## config.mk

```make
export PLATFORM = sky130hd
export DESIGN_NAME = imem_loader
export DESIGN_NICKNAME = d
export VERILOG_FILES = /design/src/rtl/imem_loader.sv
export SDC_FILE = /design/constraint.sdc
export NUM_CORES = 1
export LEC_CHECK = 0
export ABC_AREA = 1
export ABC_CLOCK_PERIOD_IN_PS = 2100
export CAP_MARGIN = 15
export CORE_MARGIN = 3
export CORE_UTILIZATION = 35
export DETAILED_ROUTE_END_ITERATION = 8
export HOLD_SLACK_MARGIN = 0.03
export PLACE_DENSITY = 0.69
export SKIP_LAST_GASP = 1
export SYNTH_ARGS = -nofsm -noshare
export SYNTH_HDL_FRONTEND = slang
export SYNTH_SLANG_ARGS = --single-unit
```

## constraint.sdc

```tcl
create_clock -name clk -period 2.1 [get_ports clk]
set_input_delay 0.42 -clock clk [delete_from_list [all_inputs] [get_ports clk]]
set_output_delay 0.42 -clock clk [all_outputs]
set_load 0.01 [all_outputs]
```

## src/rtl/imem_loader.sv

```systemverilog
// -----------------------------------------------------------------------------
// imem_loader
//
// Purpose
//   Receives an instruction image from a byte-wide host link and writes it into
//   a 16-bit-wide instruction memory. The processor pipeline is held in reset
//   while a session is running.
//
//   Byte stream of one session (after a start pulse):
//     LEN_HI LEN_LO                 16-bit word count, high byte first
//     { DAT_HI DAT_LO } x count     one instruction word each, high byte first
//     [ CHK ]                       XOR of all data bytes (checksum build only)
//
//   Words whose address is at or above the memory capacity (1<<N) are still
//   consumed from the link but not written; they set the sticky err flag.
//
// Build option
//   IMEM_LOADER_CHECKSUM_EN  when defined, a running XOR of the data bytes is
//                            kept and one trailing checksum byte is compared
//                            against it; a difference sets err. When undefined
//                            the checksum state and logic are not built and err
//                            reports address overflow only.
//
// Parameters
//   N             instruction memory address width (capacity 1<<N words), N>=2
//
// Ports
//   clk           system clock, rising edge
//   rst           asynchronous reset, active low
//   start         one-cycle pulse, begins a session when idle
//   in_data[7:0]  byte from host link
//   in_valid      in_data holds a byte
//   in_ready      loader accepts a byte (transfer when in_valid & in_ready)
//   write_enable  instruction memory write strobe
//   write_addr    instruction memory word address (upper 32-N bits zero)
//   write_data    instruction word to write
//   busy          session in progress
//   done          one-cycle pulse at end of session
//   err           sticky error flag, cleared by the next accepted start
//   cpu_hold      keeps the processor pipeline in reset while high
//
//   Every output comes straight from a flop.
// -----------------------------------------------------------------------------
module imem_loader #(
  parameter int N = 6
) (
  input  logic        clk,
  input  logic        rst,
  input  logic        start,
  input  logic [7:0]  in_data,
  input  logic        in_valid,
  output logic        in_ready,
  output logic        write_enable,
  output logic [31:0] write_addr,
  output logic [15:0] write_data,
  output logic        busy,
  output logic        done,
  output logic        err,
  output logic        cpu_hold
);

  typedef enum logic [2:0] {
    IDLE   = 3'd0,
    LEN_HI = 3'd1,
    LEN_LO = 3'd2,
    DAT_HI = 3'd3,
    DAT_LO = 3'd4,
    WRITE  = 3'd5,
`ifdef IMEM_LOADER_CHECKSUM_EN
    CHK    = 3'd6,
`endif
    FIN    = 3'd7
  } state_t;

  // State entered once the last data word (or a zero count) has been handled.
`ifdef IMEM_LOADER_CHECKSUM_EN
  localparam state_t END_STATE = CHK;
`else
  localparam state_t END_STATE = FIN;
`endif

  localparam logic [N-1:0] ADDR_ONE = {{(N-1){1'b0}}, 1'b1};

  state_t         state_q,     state_d;
  logic [N-1:0]   addr_q,      addr_d;      // current word address (wraps)
  logic           oflow_q,     oflow_d;     // address counter has passed 1<<N
  logic [15:0]    rem_q,       rem_d;       // words still to be received
  logic [15:0]    wdata_q,     wdata_d;
  logic           err_q,       err_d;
  logic           in_ready_q,  in_ready_d;
  logic           we_q,        we_d;
  logic           busy_q,      busy_d;
  logic           done_q,      done_d;
  logic           hold_q,      hold_d;
`ifdef IMEM_LOADER_CHECKSUM_EN
  logic [7:0]     xor_q,       xor_d;
`endif

  logic           accept;

  // Handshake is judged on the registered in_ready that the host also sees.
  assign accept = in_ready_q & in_valid;

  // ---------------------------------------------------------------------------
  // Next-state and datapath updates
  // ---------------------------------------------------------------------------
  always_comb begin
    state_d = state_q;
    addr_d  = addr_q;
    oflow_d = oflow_q;
    rem_d   = rem_q;
    wdata_d = wdata_q;
    err_d   = err_q;
`ifdef IMEM_LOADER_CHECKSUM_EN
    xor_d   = xor_q;
`endif

    unique case (state_q)
      IDLE: begin
        // start is only honoured here, so a pulse during a session is ignored.
        if (start) begin
          state_d = LEN_HI;
          err_d   = 1'b0;
          addr_d  = '0;
          oflow_d = 1'b0;
          rem_d   = '0;
`ifdef IMEM_LOADER_CHECKSUM_EN
          xor_d   = '0;
`endif
        end
      end

      LEN_HI: begin
        if (accept) begin
          rem_d[15:8] = in_data;
          state_d     = LEN_LO;
        end
      end

      LEN_LO: begin
        if (accept) begin
          rem_d[7:0] = in_data;
          if ({rem_q[15:8], in_data} == 16'd0) begin
            state_d = END_STATE;
          end else begin
            state_d = DAT_HI;
          end
        end
      end

      DAT_HI: begin
        if (accept) begin
          wdata_d[15:8] = in_data;
`ifdef IMEM_LOADER_CHECKSUM_EN
          xor_d         = xor_q ^ in_data;
`endif
          state_d       = DAT_LO;
        end
      end

      DAT_LO: begin
        if (accept) begin
          wdata_d[7:0] = in_data;
`ifdef IMEM_LOADER_CHECKSUM_EN
          xor_d        = xor_q ^ in_data;
`endif
          state_d      = WRITE;
        end
      end

      WRITE: begin
        // The strobe for this word was suppressed already if oflow_q is set.
        if (oflow_q) begin
          err_d = 1'b0 | 1'b1;
        end
        // Carry out of the N-bit counter means every later word is beyond
        // the memory; remember that rather than widening the counter.
        if (&addr_q) begin
          oflow_d = 1'b1;
        end
        addr_d = addr_q + ADDR_ONE;
        rem_d  = rem_q - 16'd1;
        if (rem_q == 16'd1) begin
          state_d = END_STATE;
        end else begin
          state_d = DAT_HI;
        end
      end

`ifdef IMEM_LOADER_CHECKSUM_EN
      CHK: begin
        if (accept) begin
          if (in_data != xor_q) begin
            err_d = 1'b1;
          end
          state_d = FIN;
        end
      end
`endif

      FIN: begin
        state_d = IDLE;
      end

      default: begin
        state_d = IDLE;
      end
    endcase
  end

  // ---------------------------------------------------------------------------
  // Output flops are loaded from the next state so they line up with state_q
  // ---------------------------------------------------------------------------
  always_comb begin
    in_ready_d = 1'b0;
    we_d       = 1'b0;
    busy_d     = 1'b0;
    done_d     = 1'b0;
    hold_d     = 1'b0;

    unique case (state_d)
      LEN_HI, LEN_LO, DAT_HI, DAT_LO: in_ready_d = 1'b1;
`ifdef IMEM_LOADER_CHECKSUM_EN
      CHK:                            in_ready_d = 1'b1;
`endif
      default:                        in_ready_d = 1'b0;
    endcase

    // Entering WRITE never changes the address or overflow flag, so the
    // next-cycle values are the ones that apply during WRITE.
    we_d   = (state_d == WRITE) && !oflow_d;
    busy_d = (state_d != IDLE);
    hold_d = (state_d != IDLE);
    done_d = (state_d == FIN);
  end

  always_ff @(posedge clk or negedge rst) begin
    if (!rst) begin
      state_q    <= IDLE;
      addr_q     <= '0;
      oflow_q    <= 1'b0;
      rem_q      <= '0;
      wdata_q    <= '0;
      err_q      <= 1'b0;
      in_ready_q <= 1'b0;
      we_q       <= 1'b0;
      busy_q     <= 1'b0;
      done_q     <= 1'b0;
      hold_q     <= 1'b0;
    end else begin
      state_q    <= state_d;
      addr_q     <= addr_d;
      oflow_q    <= oflow_d;
      rem_q      <= rem_d;
      wdata_q    <= wdata_d;
      err_q      <= err_d;
      in_ready_q <= in_ready_d;
      we_q       <= we_d;
      busy_q     <= busy_d;
      done_q     <= done_d;
      hold_q     <= hold_d;
    end
  end

`ifdef IMEM_LOADER_CHECKSUM_EN
  always_ff @(posedge clk or negedge rst) begin
    if (!rst) begin
      xor_q <= '0;
    end else begin
      xor_q <= xor_d;
    end
  end
`endif

  // addr_q only moves on leaving WRITE, so the address is steady while the
  // strobe is high; write_data likewise only changes in DAT_HI/DAT_LO.
  assign in_ready     = in_ready_q;
  assign write_enable = we_q;
  assign write_addr   = 32'(addr_q);
  assign write_data   = wdata_q;
  assign busy         = busy_q;
  assign done         = done_q;
  assign err          = err_q;
  assign cpu_hold     = hold_q;

endmodule

```

* After elaboration in Yosys (flattened, before gate mapping)
Cells that the tools add are included.
Storage, ports and cells: input port bits 12, register bits after elaboration 47
Operators by class: add/sub/neg operators 2, reductions and logical operators 16, muxes and demuxes 21, equality and inequality tests 16, bitwise operators 1
Operators by type and width (number):
- 8-bit one-hot mux with 3 select lines | 2
- 3-bit 2-to-1 mux | 7
- 3-bit one-hot mux with 6 select lines | 1
- 16-bit by 1-bit equality test with 1-bit output, second input constant | 1
- 16-bit zero test | 1
- 16-bit 2-to-1 mux | 1
- 16-bit by 1-bit subtractor with 16-bit output, second input constant | 1
- 3-bit equality test, second input constant | 5
- 3-bit by 2-bit equality test with 1-bit output, second input constant | 4
- 6-bit one-hot mux with 2 select lines | 1
- 3-bit AND reduction | 3
- 3-bit nonzero test | 3
- 8-bit 2-to-1 mux | 1
- 2-bit != test, second input constant | 4
- 6-bit by 1-bit adder with 6-bit output, second input constant | 1
- 3-bit by 1-bit equality test with 1-bit output, second input constant | 2
- 6-bit 2-to-1 mux | 1
- 2-bit AND reduction | 3
- 6-bit AND reduction | 1
- 1-bit 2-to-1 mux | 5
- 1-bit one-hot mux with 2 select lines | 2
- 4-bit OR reduction | 1
- 3-bit zero test | 1
- 2-bit nonzero test | 1
- other kinds (3) | 3

* Longest topological paths before layout
Gate-level depths: netlist (run 1).
depth in word-level cells 7, depth in mapped cells 10

* Least setup slack after synthesis (run 1)
OpenSTA, ideal clock, no wires.
path kind register to register, start register rem_q[0], end register rem_q[14], cell stages (with the launch flop) 10, slack 775 ps, clock period less this slack 1325 ps, arrival time 1208 ps, library setup time 117 ps, data required time 1983 ps, buffers on the path 0, cell sequence dfrtp_1 > inv_1 > ha_1 > nand2_1 > nor2_1 > nand3_1 > nand3_1 > nand2_1 > nand2_1 > nand2_1
Between the ends: word-level cells in the longest chain between the ends 2
RTL lines:
- start, declared | line 87 | logic [15:0] rem_q, rem_d;
- start signal, assigned | line 254 | rem_q <= rem_d;
- 16-bit by 1-bit subtractor with 16-bit output | line 182 | rem_d = rem_q - 16'd1;
- 8-bit one-hot mux with 3 select lines | line 118 | unique case (state_q)
Every way passes these cells. A chain may end at the register's enable or synchronous reset.

* Final worst setup path (run 1)
start register addr_q[0], end output port write_addr[0]
RTL lines:
- start, declared | line 85 | logic [N-1:0] addr_q, addr_d;
- start signal, assigned | line 252 | addr_q <= addr_d;
- end, declared | line 54 | output logic [31:0] write_addr,
No word-level cell between the ends.

==> metrics, run 1 <==
status completed; layout cells sized above 1 7.66%; crit end category output pin; CTS tree done; routed len/inst 12.0 um; largest net degree at the start of global routing 26; Core Box Area 0.00749 mm2; final setup margin 395 ps; die area 0.00904 mm2; # H-tree levels 2; met2 wire length 3050 um; routed vias/inst 4.66; Crit path required time 1680 ps; grt ovf 0; P&R area growth vs syn 17.6%; VDD IR max 0.000375 V; dpl ws 290 ps; post-detail-place hpwl 4930 um; Metal-1 WL 2710 um; sequential-to-total area share from yosys stat 42.3%; design area 0.00327 mm2; final hold violations 0; FP Rows 31; Slew Limit Headroom 63.3%; CP top delay family buffers and inverters; Final GP Congestion 0.924; drt drc 0; Clk pin slew, worst setup/hold paths 90 ps; Slew Viols, Final 0; first-pass GRT wire length 10,900 um; total number of vias 2,408; Max Clock Skew 7.01 ps; commonest non-fill, non-tap cell in the layout nand2_1; net count reported at finish 432; die height 95.1 um; CP Data Arrival Time 1280 ps; worst-margin pin slew 551 ps; DRT Pass-1 Iters 4; Synth cell types 32; antenna cell count 0; drt total wl 6210 um; Hold Path Class input port to async pin; fmax 587 MHz; vias in the first global route 2,383; post-synthesis cell area 0.00278 mm2; Buf+Inv Stages, Crit Path 1; worst path cell trace clkdlybuf4s50_1; Tmin final 1700 ps; max layer used met4; P per Cell Area 1230 mW/mm2; Post-CTS Resized 0; Ys Warns 0; CTS Buf Count 5; Slowest-stage cell, CP clkdlybuf4s50_1; Port Buffers 39; # hold bufs at CTS 0; clock sink total 47; Maximum Capacitance Violations 0; clock tree buffer depth 2; Reg area 0.00118 mm2; cell count after synthesis 375; Initial DRC Count 114; Syn Area/Cell 7.41 um2; Met3 Routed Length 313 um; final setup vio count 0; cell taking the most area after synthesis dfrtp_1; area of the multi-input gates 0.00130 mm2; dpl cell area 0.00317 mm2; clk root buf clkbuf_8; critical path class flip-flop to output pin; initial antenna violation count 0; Synth Register Bits 47; setup_tns 0 ps; RSZ-0062 raised after global routing no; top post-synthesis cells by area dfrtp_1, nand2_1, buf_4, nor2_1, o21ai_0; GRT Overall Usage 15.4%; postcts setup bufs 0; Critical Path Fanout Max 4; leakage power total 1.62 nW; initial core utilization 37.1%; CP peak stage delay 570 ps; post-synth top area share 42.3%; antenna-violating nets left 0; clock latency on the worst-skew pair 310 ps; most frequent cells in the layout nand2_1, dfrtp_1, nor2_1, clkdlybuf4s50_1, inv_1; Die Wd 95.1 um; FILL cells 768; io pins 66; startpoint types flip-flop; final period utilization 81.2%
worst paths after layout:
check	from	endpoint	slack, ps	cells past startpoint
worst min register to register	write_data[2]	write_data[2]	490	2
max in group asynchronous	rst	write_enable	1490	2
worst max register to register	rem_q[0]	rem_q[14]	530	9
worst min-delay path	rst	rem_q[11]	90	1
min in group clk	write_data[2]	write_data[2]	490	2
worst max-delay path	addr_q[0]	write_addr[0]	400	1
state kept, by name (all words and copies together) (netlist names):
register      count
rem_q            16
write_data       16
addr_q            6
state_q           3
cpu_hold          1
done              1
err               1
in_ready          1
oflow_q           1
write_enable      1
cells in the mapped netlist, drive strengths merged:
master	count
nand3	27
a31oi	1
o21a	1
a41oi	1
a22o	1
o21bai	1
dfrtp	47
nand2	112
o22ai	2
xor2	1
inv	43
a32oi	1
nand4	1
ha	3
nor2	51
o21ai	34
or2	1
conb	1
buf	30
clkbuf	1
a21oi	10
nor3	5
power by group:
group / internal [mW] / switching [mW]
Sequential: 1.18 / 0.259
Clock: 0.238 / 0.323
Combinational: 0.748 / 1.28
Total: 2.17 / 1.86
kinds of logic after synthesis:
group,share of synthesized area [%]
flip-flops,42.3
other,0.135
buffers and inverters,14.4
adder cells (fa/ha/maj),1.35
AO/OA/AOI/OAI,10.1
AND/OR/NAND/NOR,31.4
XOR/XNOR,0.315
metrics by stage:
step / hold WS [ps] / cells / power, mW / utilization (%)
after floorplan: 124 / 400 / 2.83 / -
after global placement: 448 / 509 / 3.42 / 42.4
after detailed placement: 452 / 509 / 3.48 / 42.4
after CTS: 108 / 517 / 4.06 / 43.6
after global routing: 127 / 517 / 4.46 / 43.6
final: 88.3 / 517 / 4.03 / 43.6
final cells by class:
| cell class | instances | area share (%) |
|---|---|---|
| multi-input cells | 279 | 39.7 |
| flip-flops and latches | 47 | 36.0 |
| repair buffers | 41 | 12.6 |
| inverters | 43 | 5.02 |
| well taps | 99 | 3.79 |
| clock buffers | 5 | 2.11 |
| clock inverters | 3 | 0.766 |
metal layers:
layer / track usage, % / vias up
li1: - / 1217
met1: 18.5 / 1115
met2: 26.2 / 60
met3: 3.39 / 16
met4: 6.49 / 0
met5: 0 / -
Power figures use the tool's default switching activity.
==> inputs of run 2 (changes only) <==
ABC_CLOCK_PERIOD_IN_PS = 1780   (was 2100)
clock period = 1.78 ns   (was 2.1 ns; I/O delays follow)
==> run 2 against run 1 <==
Worst hold slack better by 400 ps. Non-clock buffer count increased by 12. Routed wire length increased by 1.2%. Clock skew increased by 1.2 ps. Sequential share of layout area shrank 0.85 points. Flip-flop and latch count is the same. Final area up 2.4%. Die area did not move. Via count grew 1.4%. Clock power grew 20%. Sequential power rose by 17%. Utilization is 1.1 points higher.
==> metrics, run 2 (same netlist as run 1, synthesis figures left out) <==
Hold Path End write_data[4]; first-pass GRT wire length 10,400 um (-4.6%); crit end category output pin; antenna-violating nets left 0 (unchanged); commonest non-fill, non-tap cell in the layout nand2_1; CP peak stage delay 590 ps (+20 ps); r2r endpoint rem_q[14]; clock sink total 47 (unchanged); CTS tree done; critical path class flip-flop to output pin; Die Wd 95.1 um (unchanged); P&R area growth vs syn 20.4%; Port Buffers 39 (unchanged); worst path cell trace clkdlybuf4s50_1; status completed; total number of vias 2,442 (+1.4%); CTS Buf Count 5 (unchanged); dpl cell area 0.00324 mm2 (+2.2%); R2R Path Start rem_q[0]; Post-CTS Resized 0 (unchanged); DRT Pass-1 Iters 4 (unchanged); net count reported at finish 444 (+2.8%); Initial DRC Count 148 (+30%); antenna cell count 0 (unchanged); most frequent cells in the layout nand2_1, dfrtp_1, nor2_1, clkdlybuf4s50_1, inv_1; setup_tns 0 ps (unchanged); Slew Viols, Final 0 (unchanged); final setup vio count 0 (unchanged); Clk pin slew, worst setup/hold paths 90 ps (about the same); P per Cell Area 1430 mW/mm2 (+16%); RSZ-0062 raised after global routing no; CP Data Arrival Time 1310 ps (+30 ps); post-detail-place hpwl 4980 um (+1.0%); routed vias/inst 4.62 (-0.89%); Tmin final 1670 ps; drt drc 0 (unchanged); drt total wl 6280 um (+1.2%); die height 95.1 um (unchanged); startpoint types flip-flop; initial antenna violation count 0 (unchanged); Maximum Capacitance Violations 0 (unchanged); Hold Startpoint write_data[4]; routed len/inst 11.9 um (-1.1%); largest net degree at the start of global routing 22 (-15%); Crit path required time 1420 ps (-260 ps); FILL cells 750 (-2.3%); GRT Overall Usage 14.7% (-0.68 points); layout cells sized above 1 10.0% (+2.3 points); leakage power total 1.67 nW (+3.1%); FP Rows 31 (unchanged); Final GP Congestion 0.910 (-1.6%); grt ovf 0 (unchanged); hold path depth 2; Hold Path Class flip-flop to flip-flop; io pins 66 (unchanged); Reg2Reg Depth 9 (unchanged); fmax 599 MHz; die area 0.00904 mm2 (unchanged); Max Clock Skew 8.25 ps (+1.25 ps); CP top delay family buffers and inverters; design area 0.00335 mm2 (+2.4%); R2R Setup Slk 210 ps (-320 ps); clk root buf clkbuf_8; initial core utilization 37.1% (unchanged); clock latency on the worst-skew pair 310 ps (about the same); vias in the first global route 2,305 (-3.3%); # H-tree levels 2 (unchanged); final hold violations 0 (unchanged); Core Box Area 0.00749 mm2 (unchanged); final period utilization 93.8%; Buf+Inv Stages, Crit Path 1 (unchanged); Critical Path Fanout Max 5 (+1); Slowest-stage cell, CP clkdlybuf4s50_1; VDD IR max 0.000410 V (+9.4%); clock tree buffer depth 2 (unchanged)
==> run 2: where the power goes <==
group	internal, mW	leakage, nW	switching, mW
sequential	1.40	0.617	0.295
combinational	0.933	1.01	1.49
clock	0.281	0.0408	0.391
==> run 2: final cells by class <==
cell class	count	area, um2	area share (%)
clock buffers	5	68.8	2.06
clock inverters	3	23.8	0.711
inverters	43	164	4.90
multi-input cells	279	1300	38.7
flip-flops and latches	47	1180	35.2
well taps	99	124	3.70
repair buffers	53	493	14.7
==> run 2: routing by layer <==
layer,track usage [%],vias to the layer above,wire [um]
met5,0,-,0
met2,24.9,62,3050
met4,5.41,0,116
met3,3.16,10,327
met1,18.3,1133,2790
li1,-,1237,-
==> run 2: through the flow <==
step                      utilization [%]  power [mW]  setup WS, ps  instances  hold WS (ps)
after floorplan                         -        3.34           455        400          60.4
after global placement               43.3        4.08          85.8        520           305
after detailed placement             43.3        4.13          29.9        520           311
after CTS                            44.7        4.82           103        529           495
after global routing                 44.7        5.24          45.4        529           523
final                                44.7        4.79           110        529           488
==> run 2: how the worst max path moves through the flow <==
stage / start / end / slack, ps / depth (start not counted)
floorplan: rem_q[0] / rem_q[14] / 460 / 9
global placement: in_valid / write_data[14] / 90 / 8
detailed placement: in_valid / write_data[14] / 30 / 8
CTS: addr_q[2] / write_addr[2] / 100 / 1
global route: rem_q[0] / rem_q[14] / 50 / 9
finish: addr_q[2] / write_addr[2] / 110 / 1
==> run 2: repair_timing <==
| action | in CTS | in global routing |
|---|---|---|
| endpoints found under the hold margin | 14 | 0 |
| buffers inserted | 0 | 0 |
| hold buffers | 1 | 0 |
